**src/rtl/atm_session_ctrl.sv**
```systemverilog
// atm_session_ctrl: parametrised ATM session controller.
// Owns the per-account balance/PIN store, authenticates a card session with
// per-account retry lockout, then serves operations until exit or idle timeout.
// Optional feature macro: ATM_WD_LIMIT_EN (per-session cumulative withdrawal cap).
// Ports:
//   i_clk, i_rst       clock, synchronous active-high reset
//   i_start            card-insert strobe (IDLE only) with i_acc_num, i_pin
//   i_op_valid         operation strobe (MENU only) with i_operation, i_amount, i_new_pin
//   o_balance          balance of the session account (registered)
//   o_done             one-cycle result strobe
//   o_success          result qualifier, held until the next o_done
//   o_err_code         0 ok, 1 bad acc, 2 wrong PIN, 3 locked, 4 funds,
//                      5 overflow, 6 timeout, 7 invalid op/limit
//   o_in_session       high in MENU and EXEC
module atm_session_ctrl #(
    parameter int unsigned NUM_ACC   = 10,
    parameter int unsigned ACC_W     = 4,
    parameter int unsigned BAL_W     = 32,
    parameter int unsigned PIN_W     = 16,
    parameter int unsigned MAX_TRIES = 3,
    parameter int unsigned TIMEOUT   = 1024,
    parameter int unsigned WD_LIMIT  = 5000
) (
    input  logic             i_clk,
    input  logic             i_rst,
    input  logic             i_start,
    input  logic [ACC_W-1:0] i_acc_num,
    input  logic [PIN_W-1:0] i_pin,
    input  logic             i_op_valid,
    input  logic [2:0]       i_operation,
    input  logic [BAL_W-1:0] i_amount,
    input  logic [PIN_W-1:0] i_new_pin,
    output logic [BAL_W-1:0] o_balance,
    output logic             o_done,
    output logic             o_success,
    output logic [2:0]       o_err_code,
    output logic             o_in_session
);

    localparam int unsigned IDLE_W = $clog2(TIMEOUT + 1);

    localparam logic [2:0] OP_BAL  = 3'd1;
    localparam logic [2:0] OP_WD   = 3'd2;
    localparam logic [2:0] OP_DEP  = 3'd3;
    localparam logic [2:0] OP_PIN  = 3'd4;
    localparam logic [2:0] OP_EXIT = 3'd5;

    localparam logic [2:0] ERR_OK      = 3'd0;
    localparam logic [2:0] ERR_BAD_ACC = 3'd1;
    localparam logic [2:0] ERR_PIN     = 3'd2;
    localparam logic [2:0] ERR_LOCKED  = 3'd3;
    localparam logic [2:0] ERR_FUNDS   = 3'd4;
    localparam logic [2:0] ERR_OVF     = 3'd5;
    localparam logic [2:0] ERR_TIMEOUT = 3'd6;
    localparam logic [2:0] ERR_INVALID = 3'd7;

    typedef enum logic [1:0] {
        S_IDLE,
        S_AUTH,
        S_MENU,
        S_EXEC
    } state_t;

    // Account database
    logic [BAL_W-1:0] r_bal_db  [NUM_ACC];
    logic [PIN_W-1:0] r_pin_db  [NUM_ACC];
    logic [2:0]       r_fail    [NUM_ACC];
    logic [NUM_ACC-1:0] r_lock;

    // Session / control registers
    state_t            r_state;
    logic [ACC_W-1:0]  r_acc;
    logic [PIN_W-1:0]  r_pin;
    logic [2:0]        r_op;
    logic [BAL_W-1:0]  r_amount;
    logic [PIN_W-1:0]  r_new_pin;
    logic [IDLE_W-1:0] r_idle_cnt;

    // Output registers
    logic [BAL_W-1:0]  r_balance;
    logic              r_done;
    logic              r_success;
    logic [2:0]        r_err;
    logic              r_in_session;

    // Next-state values
    state_t            w_state_nxt;
    logic [ACC_W-1:0]  w_acc_nxt;
    logic [PIN_W-1:0]  w_pin_nxt;
    logic [2:0]        w_op_nxt;
    logic [BAL_W-1:0]  w_amount_nxt;
    logic [PIN_W-1:0]  w_new_pin_nxt;
    logic [IDLE_W-1:0] w_idle_nxt;
    logic [BAL_W-1:0]  w_balance_nxt;
    logic              w_done_nxt;
    logic              w_success_nxt;
    logic [2:0]        w_err_nxt;
    logic              w_in_session_nxt;

    // Database write controls (always addressed by the session account r_acc)
    logic              w_bal_we;
    logic [BAL_W-1:0]  w_bal_wdata;
    logic              w_pin_we;
    logic              w_fail_we;
    logic [2:0]        w_fail_wdata;
    logic              w_lock_set;

    // Datapath
    logic [BAL_W-1:0]  w_cur_bal;
    logic [PIN_W-1:0]  w_cur_pin;
    logic [2:0]        w_fail_inc;
    logic [BAL_W:0]    w_dep_sum;
    logic              w_wd_over;

    assign w_cur_bal  = r_bal_db[r_acc];
    assign w_cur_pin  = r_pin_db[r_acc];
    assign w_fail_inc = r_fail[r_acc] + 3'd1;
    // Extra top bit captures the carry out of BAL_W for overflow detection
    assign w_dep_sum  = {1'b0, w_cur_bal} + {1'b0, r_amount};

`ifdef ATM_WD_LIMIT_EN
    logic [BAL_W-1:0] r_wd_acc;
    logic [BAL_W-1:0] w_wd_acc_nxt;
    logic [BAL_W:0]   w_wd_sum;

    assign w_wd_sum  = {1'b0, r_wd_acc} + {1'b0, r_amount};
    assign w_wd_over = (w_wd_sum > (BAL_W+1)'(WD_LIMIT));
`else
    logic w_unused_wd_limit;

    assign w_unused_wd_limit = ^BAL_W'(WD_LIMIT);
    assign w_wd_over         = 1'b0;
`endif

    // Next-state, output and database-write decisions
    always_comb begin
        w_state_nxt   = r_state;
        w_acc_nxt     = r_acc;
        w_pin_nxt     = r_pin;
        w_op_nxt      = r_op;
        w_amount_nxt  = r_amount;
        w_new_pin_nxt = r_new_pin;
        w_idle_nxt    = '0;
        w_balance_nxt = r_balance;
        w_done_nxt    = 1'b0;
        w_success_nxt = r_success;
        w_err_nxt     = r_err;
        w_bal_we      = 1'b0;
        w_bal_wdata   = w_cur_bal;
        w_pin_we      = 1'b0;
        w_fail_we     = 1'b0;
        w_fail_wdata  = '0;
        w_lock_set    = 1'b0;
`ifdef ATM_WD_LIMIT_EN
        w_wd_acc_nxt  = r_wd_acc;
`endif

        case (r_state)
            S_IDLE: begin
                if (i_start) begin
                    if (32'(i_acc_num) >= NUM_ACC) begin
                        w_done_nxt    = 1'b1;
                        w_success_nxt = 1'b0;
                        w_err_nxt     = ERR_BAD_ACC;
                    end else if (r_lock[i_acc_num]) begin
                        w_done_nxt    = 1'b1;
                        w_success_nxt = 1'b0;
                        w_err_nxt     = ERR_LOCKED;
                    end else begin
                        w_acc_nxt   = i_acc_num;
                        w_pin_nxt   = i_pin;
                        w_state_nxt = S_AUTH;
                    end
                end
            end

            S_AUTH: begin
                w_done_nxt = 1'b1;
                w_fail_we  = 1'b1;
                if (r_pin == w_cur_pin) begin
                    w_fail_wdata  = '0;
                    w_success_nxt = 1'b1;
                    w_err_nxt     = ERR_OK;
                    w_balance_nxt = w_cur_bal;
                    w_state_nxt   = S_MENU;
`ifdef ATM_WD_LIMIT_EN
                    w_wd_acc_nxt  = '0;
`endif
                end else begin
                    w_fail_wdata  = w_fail_inc;
                    w_success_nxt = 1'b0;
                    w_state_nxt   = S_IDLE;
                    if (w_fail_inc == 3'(MAX_TRIES)) begin
                        w_lock_set = 1'b1;
                        w_err_nxt  = ERR_LOCKED;
                    end else begin
                        w_err_nxt  = ERR_PIN;
                    end
                end
            end

            S_MENU: begin
                if (i_op_valid) begin
                    // An op strobe in the timeout cycle takes priority
                    w_op_nxt      = i_operation;
                    w_amount_nxt  = i_amount;
                    w_new_pin_nxt = i_new_pin;
                    w_state_nxt   = S_EXEC;
                end else if (r_idle_cnt == IDLE_W'(TIMEOUT - 1)) begin
                    w_done_nxt    = 1'b1;
                    w_success_nxt = 1'b0;
                    w_err_nxt     = ERR_TIMEOUT;
                    w_balance_nxt = '0;
                    w_state_nxt   = S_IDLE;
                end else begin
                    w_idle_nxt = r_idle_cnt + IDLE_W'(1);
                end
            end

            S_EXEC: begin
                w_done_nxt    = 1'b1;
                w_state_nxt   = S_MENU;
                w_success_nxt = 1'b0;
                w_err_nxt     = ERR_INVALID;
                w_balance_nxt = w_cur_bal;
                case (r_op)
                    OP_BAL: begin
                        w_success_nxt = 1'b1;
                        w_err_nxt     = ERR_OK;
                    end
                    OP_WD: begin
                        if (r_amount == '0) begin
                            w_err_nxt = ERR_INVALID;
                        end else if (r_amount > w_cur_bal) begin
                            w_err_nxt = ERR_FUNDS;
                        end else if (w_wd_over) begin
                            w_err_nxt = ERR_INVALID;
                        end else begin
                            w_bal_we      = 1'b1;
                            w_bal_wdata   = w_cur_bal - r_amount;
                            w_balance_nxt = w_cur_bal - r_amount;
                            w_success_nxt = 1'b1;
                            w_err_nxt     = ERR_OK;
`ifdef ATM_WD_LIMIT_EN
                            w_wd_acc_nxt  = r_wd_acc + r_amount;
`endif
                        end
                    end
                    OP_DEP: begin
                        if (r_amount == '0) begin
                            w_err_nxt = ERR_INVALID;
                        end else if (w_dep_sum[BAL_W]) begin
                            w_err_nxt = ERR_OVF;
                        end else begin
                            w_bal_we      = 1'b1;
                            w_bal_wdata   = w_dep_sum[BAL_W-1:0];
                            w_balance_nxt = w_dep_sum[BAL_W-1:0];
                            w_success_nxt = 1'b1;
                            w_err_nxt     = ERR_OK;
                        end
                    end
                    OP_PIN: begin
                        w_pin_we      = 1'b1;
                        w_success_nxt = 1'b1;
                        w_err_nxt     = ERR_OK;
                    end
                    OP_EXIT: begin
                        w_success_nxt = 1'b1;
                        w_err_nxt     = ERR_OK;
                        w_balance_nxt = '0;
                        w_state_nxt   = S_IDLE;
                    end
                    default: begin
                        w_err_nxt = ERR_INVALID;
                    end
                endcase
            end

            default: begin
                w_state_nxt = S_IDLE;
            end
        endcase

        w_in_session_nxt = (w_state_nxt == S_MENU) || (w_state_nxt == S_EXEC);
    end

    // State, output and database registers
    always_ff @(posedge i_clk) begin
        if (i_rst) begin
            r_state      <= S_IDLE;
            r_acc        <= '0;
            r_pin        <= '0;
            r_op         <= '0;
            r_amount     <= '0;
            r_new_pin    <= '0;
            r_idle_cnt   <= '0;
            r_balance    <= '0;
            r_done       <= 1'b0;
            r_success    <= 1'b0;
            r_err        <= '0;
            r_in_session <= 1'b0;
            r_lock       <= '0;
`ifdef ATM_WD_LIMIT_EN
            r_wd_acc     <= '0;
`endif
            for (int unsigned i = 0; i < NUM_ACC; i++) begin
                r_bal_db[ACC_W'(i)] <= BAL_W'((i + 1) * 1000);
                r_pin_db[ACC_W'(i)] <= PIN_W'(32'h1000 + i);
                r_fail[ACC_W'(i)]   <= '0;
            end
        end else begin
            r_state      <= w_state_nxt;
            r_acc        <= w_acc_nxt;
            r_pin        <= w_pin_nxt;
            r_op         <= w_op_nxt;
            r_amount     <= w_amount_nxt;
            r_new_pin    <= w_new_pin_nxt;
            r_idle_cnt   <= w_idle_nxt;
            r_balance    <= w_balance_nxt;
            r_done       <= w_done_nxt;
            r_success    <= w_success_nxt;
            r_err        <= w_err_nxt;
            r_in_session <= w_in_session_nxt;
`ifdef ATM_WD_LIMIT_EN
            r_wd_acc     <= w_wd_acc_nxt;
`endif
            if (w_bal_we) begin
                r_bal_db[r_acc] <= w_bal_wdata;
            end
            if (w_pin_we) begin
                r_pin_db[r_acc] <= r_new_pin;
            end
            if (w_fail_we) begin
                r_fail[r_acc] <= w_fail_wdata;
            end
            if (w_lock_set) begin
                r_lock[r_acc] <= 1'b1;
            end
        end
    end

    assign o_balance    = r_balance;
    assign o_done       = r_done;
    assign o_success    = r_success;
    assign o_err_code   = r_err;
    assign o_in_session = r_in_session;

endmodule

```
**config.mk**
```make
export PLATFORM = sky130hd
export DESIGN_NAME = atm_session_ctrl
export DESIGN_NICKNAME = d
export VERILOG_FILES = /design/src/rtl/atm_session_ctrl.sv
export SDC_FILE = /design/constraint.sdc
export NUM_CORES = 2
export LEC_CHECK = 0
export BUFFER_PORTS_ARGS = -buffer_cell sky130_fd_sc_hd__buf_4
export CORE_MARGIN = 5
export CORE_UTILIZATION = 55
export DETAILED_ROUTE_END_ITERATION = 10
export PLACE_DENSITY = 0.78
export SLEW_MARGIN = 20
export SYNTH_ARGS = -nofsm -noshare
export SYNTH_HDL_FRONTEND = slang
export SYNTH_SLANG_ARGS = --single-unit
export TNS_END_PERCENT = 10
```
**constraint.sdc**
```tcl
create_clock -name i_clk -period 9.85 [get_ports i_clk]
set_clock_uncertainty 0.05 [all_clocks]
set_input_delay 0.985 -clock i_clk [delete_from_list [all_inputs] [get_ports i_clk]]
set_output_delay 0.985 -clock i_clk [all_outputs]
set_load 0.005 [all_outputs]
```
==> summary.md <==
| Metric | Value |
|---|---|
| Critical setup path kind | `reg2reg` |
| First-pass GRT wire length | `193000 µm` |
| H-tree depth | `3` |
| TritonCTS Sinks | `951` |
| Row cnt | `104` |
| Synth cell count leaders | `edfxtp_1 (816), nor2_1 (409), nand2_1 (261)` |
| Ys flop type | `edfxtp_1` |
| Post-cts resize count | `0` |
| Hold Startpoint | `r_lock[9]` |
| Post-synthesis cell area | `44600 µm²` |
| WHS Path Cells | `2` |
| Largest net degree at the start of global routing | `93` |
| Vias in the first global route | `29.6k` |
| Grt ovf | `0` |
| Post-Route Setup TNS | `0 ns` |
| Worst setup SP type | `register` |
| Synth unique cells | `106` |
| Final min period | `7.79 ns` |
| Main area contributors after synthesis | `edfxtp_1 (55%), mux4_2 (12%), dfxtp_1 (6.1%)` |
| Final #Nets | `3498` |
| Detailed Place HPWL | `83000 µm` |
| CP Capture Type | `register` |
| Syn Nets | `3448` |
| Core ar. | `80500 µm²` |
| Post-DR vias/cell | `6.75` |
| Die width | `295 µm` |
| Final Max Tran Viols | `0` |
| Pwr dens | `179 nW/µm²` |
| Slew Limit Headroom | `21.5%` |
| VDD IR max | `0.167 mV` |
| Cell Area, Placed | `46400 µm²` |
| CTS Buf Count | `93` |
| Synth top area share | `54.9%` |
| Max Fanout on Critical Path | `43` |
| Reg clk slew, reported paths | `0.06 ns` |
| Layout cell share with drive strength beyond 1 | `20.7%` |
| I/O pin cnt | `113` |
| R2R depth | `14` |
| Longest Clk Path Bufs | `3` |
| Syn-to-layout area delta | `10.6%` |
| Worst min path class | `reg2reg` |
| Clock Tree Root | `clkbuf_16` |
| Final Setup Violations | `0` |
| Vias | `30.3k` |
| Most frequent cell after synthesis | `edfxtp_1` |
| Wire per inst | `29.4 µm` |
| Largest area contributor in the netlist | `edfxtp_1` |
| Synth async-reset ratio | `0%` |
| Critical R2R Capture | `r_bal_db[10][3]` |
| Post-CTS Setup Inserts | `0` |
| CTS tree | `built` |
| GP Congestion | `0.971` |
| Worst-Margin Slew | `1.18 ns` |
| # DRC | `0` |
| Syn avg cell area | `13.5 µm²` |
| Initial DRT Pass Iterations | `8` |
| Fmax | `128 MHz` |
| Syn. warnings | `0` |
| Starting DRC count in detailed routing | `4297` |
| Cts hold-fix bufs | `0` |
| Status | `completed` |
| EDFF count, synth | `816` |
| Hold Vio Cnt, Final | `0` |
| Static leakage | `16.6 nW` |
| Total GRT Usage | `29.8%` |
| Arr. time, crit path | `8.03 ns` |
| Yosys reg bits | `951` |
| Maxcap violations | `0` |
| Detail Route Antenna Nets | `0` |
| Skew-Pair Late Insertion Delay | `0.67 ns` |
| RSZ-0062 raised after global routing | `false` |
| Tcrit/Tclk final | `79.1%` |
| Mapped Cells | `3300` |
| Die area | `87000 µm²` |
| Seq/Total Area, Yosys | `60.9%` |
| Req. time, crit path | `10.09 ns` |
| Die Span Y | `295 µm` |
| Antenna violations before repair | `5` |
| IO Port Bufs | `112` |
| Flop2flop setup slack | `2.06 ns` |
| Final instance area | `49400 µm²` |
| WL final | `132000 µm` |
| Hold worst-path end | `r_lock[9]` |
| Initial Util | `55.4%` |
[per-stage QoR]
step / util [%] / power (mW) / hold WS [ns] / worst slack, ns / cells
finish: 61.3 / 8.82 / 0.419 / 2.06 / 4490
floorplan: - / 5.13 / 0.376 / 3.11 / 3300
CTS: 61.3 / 8.81 / 0.422 / 2.14 / 4487
detailed placement: 57.6 / 5.41 / 0.406 / 2.23 / 4314
global placement: 57.6 / 5.40 / 0.387 / 2.35 / 4314
global route: 61.3 / 9.06 / 0.440 / 1.75 / 4490
[registers in the layout, indices dropped and copies added, names as in the netlist, named ones only]
register,count
r_bal_db,512
r_pin_db,256
r_fail,48
o_balance,32
r_amount,32
r_new_pin,16
r_pin,16
r_idle_cnt,11
r_lock,10
r_acc,4
o_err_code,3
r_op,3
o_done,1
o_success,1
r_state,1
[cell usage in the layout, fill, tap and decap left out, types with 58 or more instances in the layout]
cell type	count
dfxtp_1	131
and3_1	133
nand2_1	260
nor2_1	395
edfxtp_1	816
a21oi_1	174
mux4_2	228
buf_4	185
ha_1	71
inv_1	87
mux2i_1	58
clkbuf_16	95
[worst max path at each step]
stage / startpoint / endpoint / slack, ns
final: register / r_bal_db[10][3] / 2.06
after global routing: register / r_bal_db[10][3] / 1.75
after CTS: register / r_bal_db[10][3] / 2.14
after detailed placement: register / r_bal_db[10][15] / 2.23
after global placement: register / r_bal_db[13][23] / 2.35
after floorplan: register / r_bal_db[15][0] / 3.11
[report_power, final]
group          internal [mW]  total, mW  switching (mW)
combinational          0.328      0.846           0.518
sequential              4.44       4.51          0.0669
clock                   1.90       3.47            1.57
total                   6.67       8.82            2.16
[worst max-delay path, cell delays in order (launching register included)]
cell and delay [ns]:
dfxtp_4 0.96, buf_12 0.37, mux4_2 0.56, mux4_2 0.59, ha_1 0.51, inv_2 0.12
a21oi_2 0.23, o21ai_1 0.14, a2111oi_1 0.61, o211ai_2 0.22, nor3_4 0.68, o21ai_2 0.25
or2_2 0.70, nor2_4 0.82, buf_4 0.45
[cells by family after synthesis]
family	synth area share [%]
AND/OR/NAND/NOR	11.4
flip-flops	60.9
AO/OA/AOI/OAI	7.79
buffers and inverters	3.69
multiplexers	13.2
adder cells (fa/ha/maj)	2.08
XOR/XNOR	0.922
[cell type report]
class / count / area [µm²]
multi-input cells: 2003 / 16000
fillers: 5811 / 31200
repair buffers: 189 / 1460
clock inverters: 52 / 449
diodes: 2 / 5.00
well taps: 1060 / 1330
flip-flops and latches: 951 / 27200
inverters: 112 / 420
clock buffers: 121 / 2510
[layer usage]
layer  routed length, µm  GRT usage (%)  vias up
li1                    -              -    12600
met1               48700           41.9    15100
met2               60300           45.9     2274
met3               17500           7.85      367
met4                5290           10.6        0
met5                   0              0        -
No activity file was read; power rests on OpenSTA's default activity.
